**src/rtl/mem_port_arbiter.sv**
```systemverilog
// Round-robin arbiter sharing one single-port BRAM between instruction fetch and load/store,
// with tohost store interception and a sticky halt once the test signals completion.
module mem_port_arbiter #(
    parameter int unsigned               ADDR_WIDTH    = 32,
    parameter int unsigned               DATA_WIDTH    = 32,
    parameter int unsigned               MEM_ADDR_BITS = 14,
    parameter logic [ADDR_WIDTH-1:0]     TOHOST_ADDR   = 32'h0000_1000
) (
    input  logic                     CLK,
    input  logic                     RST,

    input  logic                     imem_req_valid,
    output logic                     imem_req_ready,
    input  logic [ADDR_WIDTH-1:0]    imem_req_addr,
    output logic                     imem_resp_valid,
    output logic [DATA_WIDTH-1:0]    imem_resp_data,

    input  logic                     dmem_req_valid,
    output logic                     dmem_req_ready,
    input  logic [ADDR_WIDTH-1:0]    dmem_req_addr,
    input  logic                     dmem_req_wen,
    input  logic [3:0]               dmem_req_wstrb,
    input  logic [DATA_WIDTH-1:0]    dmem_req_wdata,
    output logic                     dmem_resp_valid,
    output logic [DATA_WIDTH-1:0]    dmem_resp_data,

    output logic                     mem_en,
    output logic [3:0]               mem_we,
    output logic [MEM_ADDR_BITS-1:0] mem_addr,
    output logic [DATA_WIDTH-1:0]    mem_wdata,
    input  logic [DATA_WIDTH-1:0]    mem_rdata,

    output logic [31:0]              tohost,
    output logic                     halted
);

    typedef enum logic {
        PRIO_IMEM = 1'b0,
        PRIO_DMEM = 1'b1
    } prio_e;

    prio_e       rr_q, rr_d;
    logic [31:0] tohost_q, tohost_d;
    logic        halted_q, halted_d;
    logic        resp_imem_q, resp_imem_d;
    logic        resp_dmem_q, resp_dmem_d;
    logic        resp_read_q, resp_read_d;

    logic        gnt_imem;
    logic        gnt_dmem;
    logic        tohost_store;

    // NOTE: every signal assigned in always_comb gets a default first, so no path leaves it unassigned and no latch is inferred.
    always_comb begin
        gnt_imem = 1'b0;
        gnt_dmem = 1'b0;
        if (!RST && !halted_q) begin
            if (imem_req_valid && (!dmem_req_valid || rr_q == PRIO_IMEM)) begin
                gnt_imem = 1'b1;
            end else if (dmem_req_valid) begin
                gnt_dmem = 1'b1;
            end
        end
    end

    assign tohost_store = gnt_dmem && dmem_req_wen && (dmem_req_addr == TOHOST_ADDR);

    assign imem_req_ready = gnt_imem;
    assign dmem_req_ready = gnt_dmem;

    // The tohost store is absorbed here and never reaches the BRAM.
    assign mem_en    = (gnt_imem || gnt_dmem) && !tohost_store;
    assign mem_we    = (gnt_dmem && dmem_req_wen && !tohost_store) ? dmem_req_wstrb : 4'b0000;
    assign mem_addr  = gnt_dmem ? dmem_req_addr[MEM_ADDR_BITS+1:2]
                                : imem_req_addr[MEM_ADDR_BITS+1:2];
    assign mem_wdata = dmem_req_wdata;

    always_comb begin
        rr_d        = rr_q;
        tohost_d    = tohost_q;
        halted_d    = halted_q;
        resp_imem_d = gnt_imem;
        resp_dmem_d = gnt_dmem;
        resp_read_d = gnt_imem || (gnt_dmem && !dmem_req_wen);

        if (gnt_imem) begin
            rr_d = PRIO_DMEM;
        end else if (gnt_dmem) begin
            rr_d = PRIO_IMEM;
        end

        if (tohost_store) begin
            tohost_d = dmem_req_wdata[31:0];
            halted_d = halted_q | dmem_req_wdata[0];
        end
    end

    // NOTE: sequential state uses non-blocking assignments so every register samples pre-edge values, independent of statement order.
    always_ff @(posedge CLK or posedge RST) begin
        if (RST) begin
            rr_q        <= PRIO_IMEM;
            tohost_q    <= '0;
            halted_q    <= 1'b0;
            resp_imem_q <= 1'b0;
            resp_dmem_q <= 1'b0;
            resp_read_q <= 1'b0;
        end else begin
            rr_q        <= rr_d;
            tohost_q    <= tohost_d;
            halted_q    <= halted_d;
            resp_imem_q <= resp_imem_d;
            resp_dmem_q <= resp_dmem_d;
            resp_read_q <= resp_read_d;
        end
    end

    // Store acks return zero data; only BRAM reads forward mem_rdata.
    assign imem_resp_valid = resp_imem_q;
    assign dmem_resp_valid = resp_dmem_q;
    assign imem_resp_data  = (resp_imem_q && resp_read_q) ? mem_rdata : '0;
    assign dmem_resp_data  = (resp_dmem_q && resp_read_q) ? mem_rdata : '0;

    assign tohost = tohost_q;
    assign halted = halted_q;

    logic unused_addr_bits;
    assign unused_addr_bits = ^{imem_req_addr[ADDR_WIDTH-1:MEM_ADDR_BITS+2], imem_req_addr[1:0]};

endmodule

```
**config.mk**
```make
export PLATFORM = sky130hd
export DESIGN_NAME = mem_port_arbiter
export DESIGN_NICKNAME = d
export VERILOG_FILES = /design/src/rtl/mem_port_arbiter.sv
export SDC_FILE = /design/constraint.sdc
export NUM_CORES = 1
export LEC_CHECK = 0
export ABC_AREA = 0
export CAP_MARGIN = 20
export CORE_AREA = 4 4 111 113
export CTS_CLUSTER_SIZE = 12
export DETAILED_ROUTE_END_ITERATION = 10
export DIE_AREA = 0 0 115 117
export PLACE_DENSITY = 0.72
export SLEW_MARGIN = 25
export SYNTH_ARGS = -nofsm -noshare
export SYNTH_HDL_FRONTEND = slang
export SYNTH_SLANG_ARGS = --single-unit
export TNS_END_PERCENT = 1
```
**constraint.sdc**
```tcl
create_clock -name CLK -period 2.44 [get_ports CLK]
set_input_delay 0.366 -clock CLK [delete_from_list [all_inputs] [get_ports CLK]]
set_output_delay 0.366 -clock CLK [all_outputs]
set_load 0.02 [all_outputs]
```
# [Word-level counts from Yosys, hierarchy flattened]
# Cells that the tools add are included.
[classes] eq_ne=1 mux=11 bitwise=2 n_reduce_logical=18
[op_table] operator="32-bit 2-to-1 mux" n=2
[op_table] operator="32-bit by 13-bit equality test with 1-bit output (second input constant)" n=1
[op_table] operator="14-bit 2-to-1 mux" n=1
[op_table] operator="1-bit logical AND" n=9
[op_table] operator="1-bit 2-to-1 mux" n=7
[op_table] operator="1-bit zero test" n=5
[op_table] operator="4-bit 2-to-1 mux" n=1
[op_table] operator="1-bit logical OR" n=3
[op_table] operator="2-bit nonzero test" n=1
[op_table] operator="1-bit NOT" n=1
[op_table] operator="1-bit bitwise OR" n=1
[word_totals] ff_bits=37 input_bits=137 output_inout_bits=152 elab_cells=38

# [Logic depth before layout (Yosys ltp)]
# Gate-level depths: netlist of run 1.
[logic_depth] depth_word=10 mapped_depth=5 ltp_nobuf=4

# [Least setup slack after synthesis of run 1]
# No wires, ideal clock.
[synth_timing] path_type="reg2out" start="register halted_q, in the netlist halted" end="output port mem_en" t_arrival_ns=1.579 required_time_ns=2.074 setup_slack_ns=0.495 stages_incl_launch_ff=6 path_buffers=1 cell_sequence="dfrtp_1 nor2_4 nand4_4 nor4_4 buf_6 nor2_1"
[synth_between] elab_chain_len=7 word_cells_on_any_way=9 classes_between="mux: 2; reduce/logical: 7"
[synth_rtl] element="start: declaration" line_no="44" rtl="logic halted_q, halted_d;"
[synth_rtl] element="start signal: assignment" line_no="110" rtl="halted_q <= halted_d;"
[synth_rtl] element="1-bit zero test (*)" line_no="57" rtl="if (!RST && !halted_q) begin"
[synth_rtl] element="1-bit logical AND (*)" line_no="57"
[synth_rtl] element="1-bit 2-to-1 mux" line_no="57"
[synth_rtl] element="1-bit logical AND (2 in series)" line_no="66" rtl="assign tohost_store = gnt_dmem && dmem_req_wen && (dmem_req_addr == TOHOST_ADDR);"
[synth_rtl] element="1-bit zero test" line_no="72" rtl="assign mem_en = (gnt_imem || gnt_dmem) && !tohost_store;"
[synth_rtl] element="1-bit logical AND (*)" line_no="72"
[synth_rtl] element="end: declaration" line_no="27" rtl="output logic mem_en,"
# Every way passes the cells marked *; elsewhere a longest branch is shown, timed or not.

# [Worst setup path after layout of run 1]
[layout_timing] start="input port RST" end="output port dmem_req_ready"
[layout_between] elab_chain_len=3
[layout_rtl] element="start: declaration" line_no="10" rtl="input logic RST,"
[layout_rtl] element="1-bit zero test (no line)"
[layout_rtl] element="1-bit logical AND" line_no="57"
[layout_rtl] element="1-bit 2-to-1 mux" line_no="57"
[layout_rtl] element="end: declaration" line_no="19" rtl="output logic dmem_req_ready,"
# Every way passes these cells.

==> results of run 1 <==
-- sequential cells by signal, indices dropped and copies added (netlist names) --
signal and cells:
rr_q 1, resp_read_q 1, imem_resp_valid 1, tohost 32
dmem_resp_valid 1, halted 1
-- metrics by stage --
| stage | cells | instance area (um2) | power (uW) |
|---|---|---|---|
| CTS | 616 | 5240 | 1900 |
| detailed placement | 608 | 5100 | 1240 |
| global route | 617 | 5240 | 1950 |
| floorplan | 227 | 2390 | 883 |
| finish | 617 | 5240 | 1860 |
| global placement | 608 | 5100 | 1240 |
-- cells by family after synthesis --
logic type	share of synthesized area (%)
muxes	21.7
DFF	38.7
buffers and inverters	14.0
AOI/OAI and AO/OA	1.15
and+or+nand+nor	24.5
-- power by group through the flow --
| stage | Combinational, uW | Sequential [uW] | Clock (uW) |
|---|---|---|---|
| 6_report | 588 | 624 | 652 |
| 5_1_grt | 626 | 624 | 701 |
| 4_1_cts | 598 | 624 | 680 |
| 3_5_place_dp | 609 | 635 | 0 |
| 3_3_place_gp | 602 | 635 | 0 |
| 2_1_floorplan | 244 | 639 | 0 |
-- synth_stat cells (2+ instances only) --
cell / instances
sky130_fd_sc_hd__nor4_1: 7
sky130_fd_sc_hd__mux2_2: 45
sky130_fd_sc_hd__inv_1: 2
sky130_fd_sc_hd__dfrtp_1: 37
sky130_fd_sc_hd__nor3b_1: 4
sky130_fd_sc_hd__clkbuf_1: 13
sky130_fd_sc_hd__buf_4: 32
sky130_fd_sc_hd__buf_6: 3
sky130_fd_sc_hd__nand2_1: 4
sky130_fd_sc_hd__a21o_1: 2
sky130_fd_sc_hd__and3_1: 65
-- routing by layer --
layer  track usage, %  share of wire [%]  wire length, um  vias to the layer above
met1             15.2                 36             3680                     1238
met3             5.96                 13             1290                        8
met5                0              0.078                8                        -
met4             3.83                1.3              129                        2
li1                 -                  -                -                     1279
met2             23.5                 50             5130                      161
-- layout make-up --
cell class	count	area share (%)
clock inverter	3	0.478
tap	143	3.42
timing repair buffer	288	53.7
sequential	37	17.7
multi-input combinational	139	22.2
inverter	2	0.143
clock buffer	5	2.39
-- timing repair --
| action | CTS | global route |
|---|---|---|
| gates cloned | 0 | 0 |
| gates resized for setup | 24 | 38 |
| pin swaps | 0 | 7 |
| buffers inserted | 0 | 1 |
| endpoints found under the setup margin | 19 | 20 |
-- how the worst max path moves through the flow --
| stage | from | end | slack (ns) |
|---|---|---|---|
| floorplan | halted | mem_en | 0.50 |
| global placement | dmem_req_addr[14] | mem_we[0] | -0.26 |
| detailed placement | dmem_req_addr[14] | mem_we[0] | -0.28 |
| CTS | RST | mem_en | -0.08 |
| global route | dmem_req_addr[4] | mem_en | -0.02 |
| finish | RST | dmem_req_ready | 0.09 |
==> run summary, run 1 <==
Final hold analysis gives a worst-case slack of 0.348 ns. The run gives 0 as the count of warnings emitted by yosys. STA classifies the critical path startpoint as an input pin.

Final critical delay including setup and external delays: 2.35 ns. The initialized floorplan defines 39 standard-cell rows. The area of the core was 11300 um2; the share of flip-flops with an asynchronous set or reset after synthesis was 100%. In the post-route analysis, the smallest setup slack over all paths is 0.0928 ns. The number of buffers inserted for hold repair after clock tree synthesis is 0.

The delay of the slowest cell on the worst path was 0.62 ns; the setup slack after placement was -0.283 ns. The tools report the number of setup violations in the final report as 0. Counting both buffers and inverters, the worst setup path holds a total of 4. The fraction of final layout cells sized beyond drive strength 1 works out to 19.6%. Number of ports placed on the die boundary: 289. For the worst slew margin relative to its limit, the log shows 69.2%. The run gives 4 as the number of iterations in the first detailed-routing pass. Dividing total power by cell area gives a power density of 356 nW/um2. The tools report the clock network fraction of design power as 35.0%. The worst setup path is captured at an output port. At the end of routability-driven placement, the weighted congestion stood at 0.730.

Entering global routing, the biggest net connects 65 pins. Clock tree synthesis found a total of 37 sinks. The final count of hold timing violations was 0; the via density per instance was 4.36. The most used flip-flop cell after synthesis is sky130_fd_sc_hd__dfrtp_1.

The worst hold path belongs to the class input pin to asynchronous set/reset pin. The run gives 0 as the count of inserted antenna diode cells. Once the floorplan was initialized, standard cells occupied 21.1% of the core. In this run the power spent charging and discharging nets is 530 uW. Of the available clock period, the critical path in the final layout requires 96.2%.

In the final design database the tool counted 610 nets. Maximum fanout along the worst path: 3. The category of cells accounting for the largest share of critical-path delay was buffers and inverters.

The number of antenna violations at the first check in global routing was 1. Data arrives at the worst endpoint at 1.98 ns. Registers take 926 um2. After detailed routing, the total wire length is 10200 um.

The via count of the first global-routing pass was 2827. Startpoint of the most critical register-to-register path: halted. On the critical path, the stage with the largest delay is an instance of sky130_fd_sc_hd__clkdlybuf4s50_1. Walking the worst path, the cells encountered are clkdlybuf4s50_1, nor2_4, nand3_2, buf_4, inv_1, clkdlybuf4s50_1. Cell taking the most area after synthesis: sky130_fd_sc_hd__dfrtp_1.

Sequential cells were found to cover 38.7% of the synthesized design area. Measured along the y axis, the die boundary spans 117 um. Static timing analysis puts the maximum clock frequency at 0.426 GHz.

Relative to the synthesized area, the layout overhead comes to 119%. The number of design rule violations left after detail routing came out at 0. In this run switching power makes up 28.5% of total power. Leaving out fill and tap cells, the most frequent cell in the layout is sky130_fd_sc_hd__clkdlybuf4s50_1.

The net count of the mapped netlist was 364. The average instance area after synthesis was 10.5 um2; the synthesized cell area was 2390 um2. Between clock sinks in the finished design, the worst skew comes to 0.00650 ns. Counting the buffers created by CTS gives 5. Critical path class: input pin to output port. The part of the power in registers is 33.5%, and the area of the multi-input gates is 1160 um2.

Number of port buffers: 270. The run gives 2 as the number of H-tree levels. The floorplan step defined a die boundary enclosing 13500 um2. Synthesis inferred 37 register bits.

The buffer type at the clock tree root was sky130_fd_sc_hd__clkbuf_16. The tool flagged a number of max-cap violations equal to 0. Measured in cells, the most critical reg-to-reg path has a length of 8. Worst supply voltage drop on vdd: 0.277 mV. Overall fraction of global-route tracks in use: 13.6%. The logs give 8500 um for the HPWL after detailed placement and 24 for the number of library cell types mapped by synthesis. The logs give 0.28 ns for the insertion delay to the later sink of the worst-skew pair and 71 for the number of design-rule violations left by the first detailed-router iteration. The logs give 0 for the count of pins over their slew limit and 2.07 ns for the required time of the critical path.

The total negative slack is 0 ns. Leaving out fill and tap cells, the most frequent cells in the layout are 240 x sky130_fd_sc_hd__clkdlybuf4s50_1, 65 x sky130_fd_sc_hd__and3_1, 45 x sky130_fd_sc_hd__mux2_2. The total internal power is 1330 uW, and the cell count after synthesis is 227.

After detailed routing, the average wire length per cell comes to 16.6 um. For the pin with the worst max-slew slack, the measured transition is 0.462 ns. The flow ran to the end, and the final reports show no timing, DRC or antenna violations. The most used cell along the critical path is sky130_fd_sc_hd__clkdlybuf4s50_1. The utilization after layout came out at 46.3%. The register clock-pin slew on the reported worst setup and hold paths was 0.06 ns.

The depth of the critical timing path with buffers and inverters included was 6. The wire length of the first global-routing pass is 14600 um, and the maximum clock insertion buffer count is 2. Combinational logic is responsible for 31.6% of the overall power. The layout has 1102 filler cells. The area fraction of the dominant cell type after synthesis came out at 38.7%.

Leakage power of the design: 0.00251 uW. TritonCTS built the clock tree. The routed layout has 2688 vias. After global routing the overflow that remains totals 0.

From left edge to right edge, the die measures 115 um. In this run, synthesis inferred 0 flip-flops with an integrated enable. By area the synthesized netlist is led by sky130_fd_sc_hd__dfrtp_1 39%, sky130_fd_sc_hd__mux2_2 21%, sky130_fd_sc_hd__and3_1 17%. Post-route antenna net violation count: 0. The tools report the worst-case register-to-register setup slack as 0.36 ns. In this run the critical register-to-register path is captured at tohost[19].
No activity file was read; power rests on OpenSTA's default activity.
==> run 2, diff against run 1 <==
--- a/config.mk
+++ b/config.mk
@@ -12,6 +12,7 @@
 export DETAILED_ROUTE_END_ITERATION = 10
 export DIE_AREA = 0 0 115 117
 export PLACE_DENSITY = 0.72
+export RECOVER_POWER = 100
 export SLEW_MARGIN = 25
 export SYNTH_ARGS = -nofsm -noshare
 export SYNTH_HDL_FRONTEND = slang
==> run 2 against run 1 <==
  * Cell area down 0.36%
  * First-iteration DRC count shrank 11%
  * Via count hardly changed
  * Non-clock buffer count unchanged
  * Global-route usage unchanged
  * Count of clock-buffer cells in the layout stayed put
  * Register-to-register slack is essentially flat
  * Critical endpoint is now imem_req_ready
  * Largest cell class unchanged
==> run summary, run 2 (same netlist as run 1, synthesis figures left out) <==
The number of iterations in the first detailed-routing pass is 4, and the sum of buffers and inverters on the critical path is 3. The kind of end point of the critical path is an output port. The later pin in the worst-skew pair is clocked with a latency of 0.28 ns. At the worst endpoint, the arrival time is 1.99 ns. The root buffer cell chosen for the clock tree is sky130_fd_sc_hd__clkbuf_16. From bottom edge to top edge, the die measures 117 um.

Clock-pin slew was measured on the worst setup and hold paths at 0.06 ns. Hold is met by 0.347 ns. The floorplan has 39 rows. For the finished layout, the period the worst path requires is 2.36 ns. The routed layout has 2690 vias. TritonCTS built the clock tree.

The worst-case register-to-register setup slack is 0.36 ns. The largest individual stage delay along the critical path comes from the cell sky130_fd_sc_hd__dlygate4sd3_1. The number of design rule violations left after detail routing was 0.

Between clock sinks in the finished design, the worst skew comes to 0.00791 ns. The number of ports placed on the die boundary is 289, and the final count of hold timing violations is 0. Global routing consumed, over all layers together, 13.6% of the routing resources. Walking the worst path, the cells encountered are clkdlybuf4s50_1, nor2_4, buf_4, and3_1, dlygate4sd3_1. Total power for the finished layout comes to 1840 uW. The area added between synthesis and finish is 118%, and the maximum clock insertion buffer count is 2.

In this run the horizontal extent of the chip is 115 um. In this run the critical register-to-register path is launched from halted. The total overflow left after global routing is 0. Static timing analysis puts the maximum clock frequency at 0.424 GHz. For the wire length of the first global-routing pass, the log shows 14600 um. For the wire length after detailed routing, the log shows 10200 um. In this run, CTS created clock tree buffers numbering 5. The tools report the worst supply voltage drop on vdd as 0.279 mV.

The flow ran to the end, and the final reports show no timing, DRC or antenna violations. The count of nets left with antenna violations once routing finished came out at 0. The transition time of the tightest slew-check pin was 0.901 ns. Leaving out fill and tap cells, the most frequent cells in the layout are 129 x sky130_fd_sc_hd__dlygate4sd3_1, 111 x sky130_fd_sc_hd__clkdlybuf4s50_1, 65 x sky130_fd_sc_hd__and3_1. In the final design database the tool counted 610 nets. The die footprint was 13500 um2. The fraction of final layout cells sized beyond drive strength 1 is 19.4%.

The element type at the critical path start was an input pin. The count of pins over their slew limit was 0. In this run the power density over the cells is 352 nW/um2.

Post-route clock period utilization: 96.6%. Category of cells accounting for the largest share of critical-path delay: buffers and inverters. Area of the core: 11300 um2. The classification of the worst-slack hold path is input pin to asynchronous set/reset pin. Entering global routing, the biggest net connects 65 pins. The run gives 0 as the count of inserted antenna diode cells. The maximum fanout along the worst path came out at 3. After detailed routing, the number of vias per cell comes to 4.36. Routability-driven placement finished with a final weighted congestion of 0.730. Terminus of the critical flop-to-flop path: tohost[19].

The number of port buffers was 270; the leakage power of the design was 0.00284 uW. The initial utilization of the core area, before any placement, comes to 21.1%. The tool flagged a number of max-cap violations equal to 0. The clock sink total was 37.

Counting cells, the worst reg-to-reg path comes to 8. The clock tree synthesis step divided the H-tree into 2 levels. For this design, the CTS-stage hold fixing added 0 buffers. The run gives 1 as the number of antenna violations at the first check in global routing.

The required time of the critical path came out at 2.07 ns. The critical path class was input pin to output port. In this run the tightest slew margin relative to its limit is 39.9%. The first routing iteration left 63 violations. The HPWL after detailed placement is 8500 um.

The library cell used most frequently in the layout, excluding fill and tap cells, is sky130_fd_sc_hd__dlygate4sd3_1. Dividing the detail-routed wire length by the instance count gives 16.5 um. The tools report the via count of the first global-routing pass as 2827.

Setup violations remaining at the end of the flow were counted as 0. On the worst path, the slowest cell contributes a delay of 0.69 ns. The register with the most flip-flops in the layout has 32 of them.
[run 2: changes by cell type in the layout (fill, tap and decap cells not counted), sizes merged]
cell,before,now
buf,19,16
dlygate4sd3,0,129
clkdlybuf4s50,240,111
clkbuf,19,22
[run 2: power by group]
| group | leakage (uW) | switching, uW | internal (uW) | total [uW] |
|---|---|---|---|---|
| Sequential | 0.000512 | 3.60 | 620 | 624 |
| Clock | 0.0000704 | 270 | 384 | 654 |
| Combinational | 0.00226 | 256 | 306 | 561 |
| Total | 0.00284 | 529 | 1310 | 1840 |
[run 2: routing by layer]
layer	share of wire, %	track usage (%)	up-vias	wire, um
li1	-	-	1281	-
met3	13	5.96	8	1290
met5	0.078	0	-	8
met1	36	15.2	1238	3660
met4	1.3	3.83	2	129
met2	50	23.5	161	5130
[run 2: worst max path at each step]
stage                      startpoint             end  slack [ns]  cells after the start
floorplan                      halted          mem_en        0.50                      5
global placement    dmem_req_addr[14]       mem_we[0]       -0.26                      7
detailed placement  dmem_req_addr[14]       mem_we[0]       -0.28                      7
CTS                               RST          mem_en       -0.08                      8
global route         dmem_req_addr[4]          mem_en       -0.02                      7
finish                            RST  imem_req_ready        0.08                      5
[run 2: cell type report]
type	count	area, um2
Timing Repair Buffer	288	2790
Tap cell	143	179
Inverter	2	7.51
Sequential cell	37	926
Clock buffer	5	125
Fill cell	1105	6100
Multi-Input combinational cell	139	1160
Clock inverter	3	25.0
[run 2: what timing repair did]
item                                    4_1_cts  5_1_grt
resized for setup                            24       38
setup buffers                                 0        1
endpoints found under the setup margin       19       20
pin swaps                                     0        7
[run 2: per-stage QoR]
step / util (%) / cell area, um2 / std cells / setup slack (ns) / setup TNS, ns
after global placement: 45.0 / 5100 / 608 / -0.265 / -8.17
after global routing: 46.1 / 5220 / 617 / -0.0219 / -0.0219
after CTS: 46.3 / 5240 / 616 / -0.0815 / -0.0825
after detailed placement: 45.0 / 5100 / 608 / -0.283 / -9.60
after floorplan: - / 2390 / 227 / 0.495 / 0
final: 46.1 / 5220 / 617 / 0.0828 / 0
==> run 3, diff against run 2 <==
--- a/config.mk
+++ b/config.mk
@@ -11,8 +11,10 @@
 export CTS_CLUSTER_SIZE = 12
 export DETAILED_ROUTE_END_ITERATION = 10
 export DIE_AREA = 0 0 115 117
+export HOLD_SLACK_MARGIN = 0.15
 export PLACE_DENSITY = 0.72
 export RECOVER_POWER = 100
+export SKIP_LAST_GASP = 1
 export SLEW_MARGIN = 25
 export SYNTH_ARGS = -nofsm -noshare
 export SYNTH_HDL_FRONTEND = slang
==> run 3 against run 2 <==
  * The flow now finishes with violations (negative setup slack)
  * First-iteration DRC count grew 16%
  * Global-route usage hardly changed
  * Highest routed layer unchanged
  * Combinational power increased by 3%
  * Die area is the same
  * Register-to-register slack worse by 0.24 ns
  * Setup slack lost 0.31 ns
==> run summary, run 3 (same netlist as run 1, synthesis figures left out) <==
The run finished, with violations left. The checks that failed: negative setup slack. Across the VDD grid, the largest voltage drop is 0.278 mV. Power per standard cell area: 355 nW/um2.

The cell with the biggest individual delay on the critical path is sky130_fd_sc_hd__clkdlybuf4s50_1. The die is 115 um wide. The routed design could run at a clock period as short as 2.67 ns. The first global-routing pass estimated 14600 um of wire. Static timing analysis puts the maximum clock frequency at 0.375 GHz. Combinational logic burns 31.2% of the power.

Setup repair after global routing could not meet its margin everywhere. The post-route clock period utilization was 109%; the number of ports placed on the die boundary was 289. At the worst endpoint, the arrival time is 2.30 ns. Kind of end point of the critical path: an output port. Final hold analysis gives a worst-case slack of 0.463 ns. The critical path class was input pin to output port. The most common cell after layout, fill and taps aside was sky130_fd_sc_hd__clkdlybuf4s50_1.

In this run the critical register-to-register path is launched from halted. For the final critical-path setup slack, the log shows -0.226 ns. The area of the multi-input gates came out at 1140 um2. TritonCTS built the clock tree. The logs give 0 for the count of pins over their slew limit and 0.730 for the global placer's final weighted congestion.

CTS saw 37 sinks. The die is 117 um tall. The tools report the number of maximum-capacitance constraint violations as 0. The detailed router placed 2687 vias in this run. The floorplan step defined a die boundary enclosing 13500 um2. Category of cells accounting for the largest share of critical-path delay: buffers and inverters. Dividing the detail-routed wire length by the instance count gives 16.6 um. In this run the deepest clock path goes through 2 buffers. Per report_power, the clock group accounts for 35.2% of the total. The run gives 21.1% as the starting density of the core.

The count of inserted antenna diode cells was 0. Transition time of the tightest slew-check pin: 0.893 ns. The HPWL after detailed placement is 8500 um.

In this run the worst setup path begins at RST. The post-route antenna net violation count came out at 0. The cell sitting at the root of the clock tree is a sky130_fd_sc_hd__clkbuf_16. The sum of buffers and inverters on the critical path came out at 3. The number of flip-flops under the largest register name works out to 32.

For this block, the initial DRC count from the detailed router was 73. The signal on the critical path passes through dlygate4sd3_1, nor2_4, nand3_1, buf_12, mux2_2, clkdlybuf4s50_1. Net switching is 28.4% of the power.

Entering global routing, the biggest net connects 65 pins. Once layout is complete, the utilization of the core stands at 46.2%. In the layout the commonest cells are 134 x sky130_fd_sc_hd__clkdlybuf4s50_1, 129 x sky130_fd_sc_hd__dlygate4sd3_1, 65 x sky130_fd_sc_hd__and3_1. The analysis attributes to cell leakage a power of 0.00273 uW.

The area growth from synthesis to layout is 119%. The tools report the insertion delay to the later sink of the worst-skew pair as 0.28 ns. In the routed design, unresolved DRC markers number 0. CTS buffer count: 5. The logs give 40.5% for the worst slew margin relative to its limit and 2.07 ns for the required time of the critical path. The switching power was 526 uW; the sequential standard cell area was 926 um2. Part of the power in registers: 33.6%. Row generation in the floorplan step produced 39 rows.

Before antenna repair, the detailed router went through 4 iterations. Classification of the worst-slack hold path: input pin to asynchronous set/reset pin. The fraction of final layout cells sized beyond drive strength 1 was 15.6%. The delay of the slowest cell on the worst path is 0.61 ns. The via count of the first global-routing pass was 2821. Global routing consumed, over all layers together, 13.6% of the routing resources.

Clock skew on the completed layout was measured at 0.00842 ns. After filler insertion, the fill cell instance count of the layout stands at 1100. STA classifies the critical path startpoint as an input pin. The register clock-pin slew on the reported worst setup and hold paths came out at 0.06 ns. The final count of hold timing violations was 0. The number of antenna violations at the first check in global routing is 1. Cell internal power was estimated by the tool at 1330 uW.

The H-tree was split into 2 levels. Wire length after detailed routing: 10200 um. Of all nets on the critical path, the largest fanout is 14. In the routed layout, each cell is associated on average with a via count of 4.36.

Leftover overflow at the end of global routing: 0. OpenSTA, run right after detailed placement, puts the worst setup slack at -0.283 ns. The number of hold buffers added after CTS was 0. The number of port buffers is 270. The run gives 11300 um2 as the area of the core.

Setup violations remaining at the end of the flow were counted as 48. The run gives 609 as the total number of nets in the final design.
==> run 3: cell count changes in the layout (fill, tap and decap cells not counted) <==
cell                              delta
sky130_fd_sc_hd__nor4b_4             -1
sky130_fd_sc_hd__nor4b_2             +1
sky130_fd_sc_hd__dlymetal6s2s_1     -10
sky130_fd_sc_hd__clkdlybuf4s50_1    +23
sky130_fd_sc_hd__nand3_1             +1
sky130_fd_sc_hd__buf_4               -1
sky130_fd_sc_hd__nor4_1              +2
sky130_fd_sc_hd__dlygate4sd2_1       +1
sky130_fd_sc_hd__nor4_2              -2
sky130_fd_sc_hd__clkbuf_2           -14
sky130_fd_sc_hd__nand3_2             -1
==> run 3: power by group through the flow <==
stage | logic, uW | registers [uW] | clock network, uW
floorplan | 244 | 639 | 0
global placement | 602 | 635 | 0
detailed placement | 609 | 635 | 0
CTS | 608 | 624 | 680
global route | 617 | 624 | 701
finish | 579 | 624 | 653
==> run 3: layout make-up <==
class,instances,area share (%)
clock buffer,5,2.39
clock inverter,3,0.478
inverter,2,0.144
multi-input combinational,139,21.7
sequential,37,17.7
tap,143,3.42
timing repair buffer,287,54.1
==> run 3: worst paths after layout <==
path	end	slack, ns	cells after the start
min in group CLK	tohost[16]	0.50	1
hold reg to reg	tohost[16]	0.50	1
setup / recovery	mem_addr[13]	-0.23	6
max in group asynchronous	tohost[19]	0.92	3
setup reg to reg	tohost[18]	0.12	7
hold / removal	tohost[26]	0.46	2
==> run 3: layer usage <==
metal | vias to the layer above | global-route usage [%] | part of all wire, %
li1 | 1278 | - | -
met5 | - | 0 | 0.13
met1 | 1236 | 15.2 | 36
met3 | 8 | 5.96 | 13
met4 | 2 | 3.83 | 1.3
met2 | 163 | 23.5 | 50
==> run 3: timing repair <==
action | 4_1_cts | 5_1_grt
endpoints found under the setup margin | 19 | 20
gates resized for setup | 6 | 1
pin swaps | 0 | 0
endpoints found under the hold margin | 0 | 0
setup buffers | 0 | 0
==> run 3: stage by stage <==
| step | cells | area, um2 | total power (uW) | setup TNS (ns) |
|---|---|---|---|---|
| 3_5_place_dp | 608 | 5100 | 1240 | -9.60 |
| 3_3_place_gp | 608 | 5100 | 1240 | -8.17 |
| 5_1_grt | 616 | 5230 | 1940 | -11.57 |
| 4_1_cts | 616 | 5250 | 1910 | -2.95 |
| 6_report | 616 | 5230 | 1860 | -6.99 |
| 2_1_floorplan | 227 | 2390 | 883 | 0 |
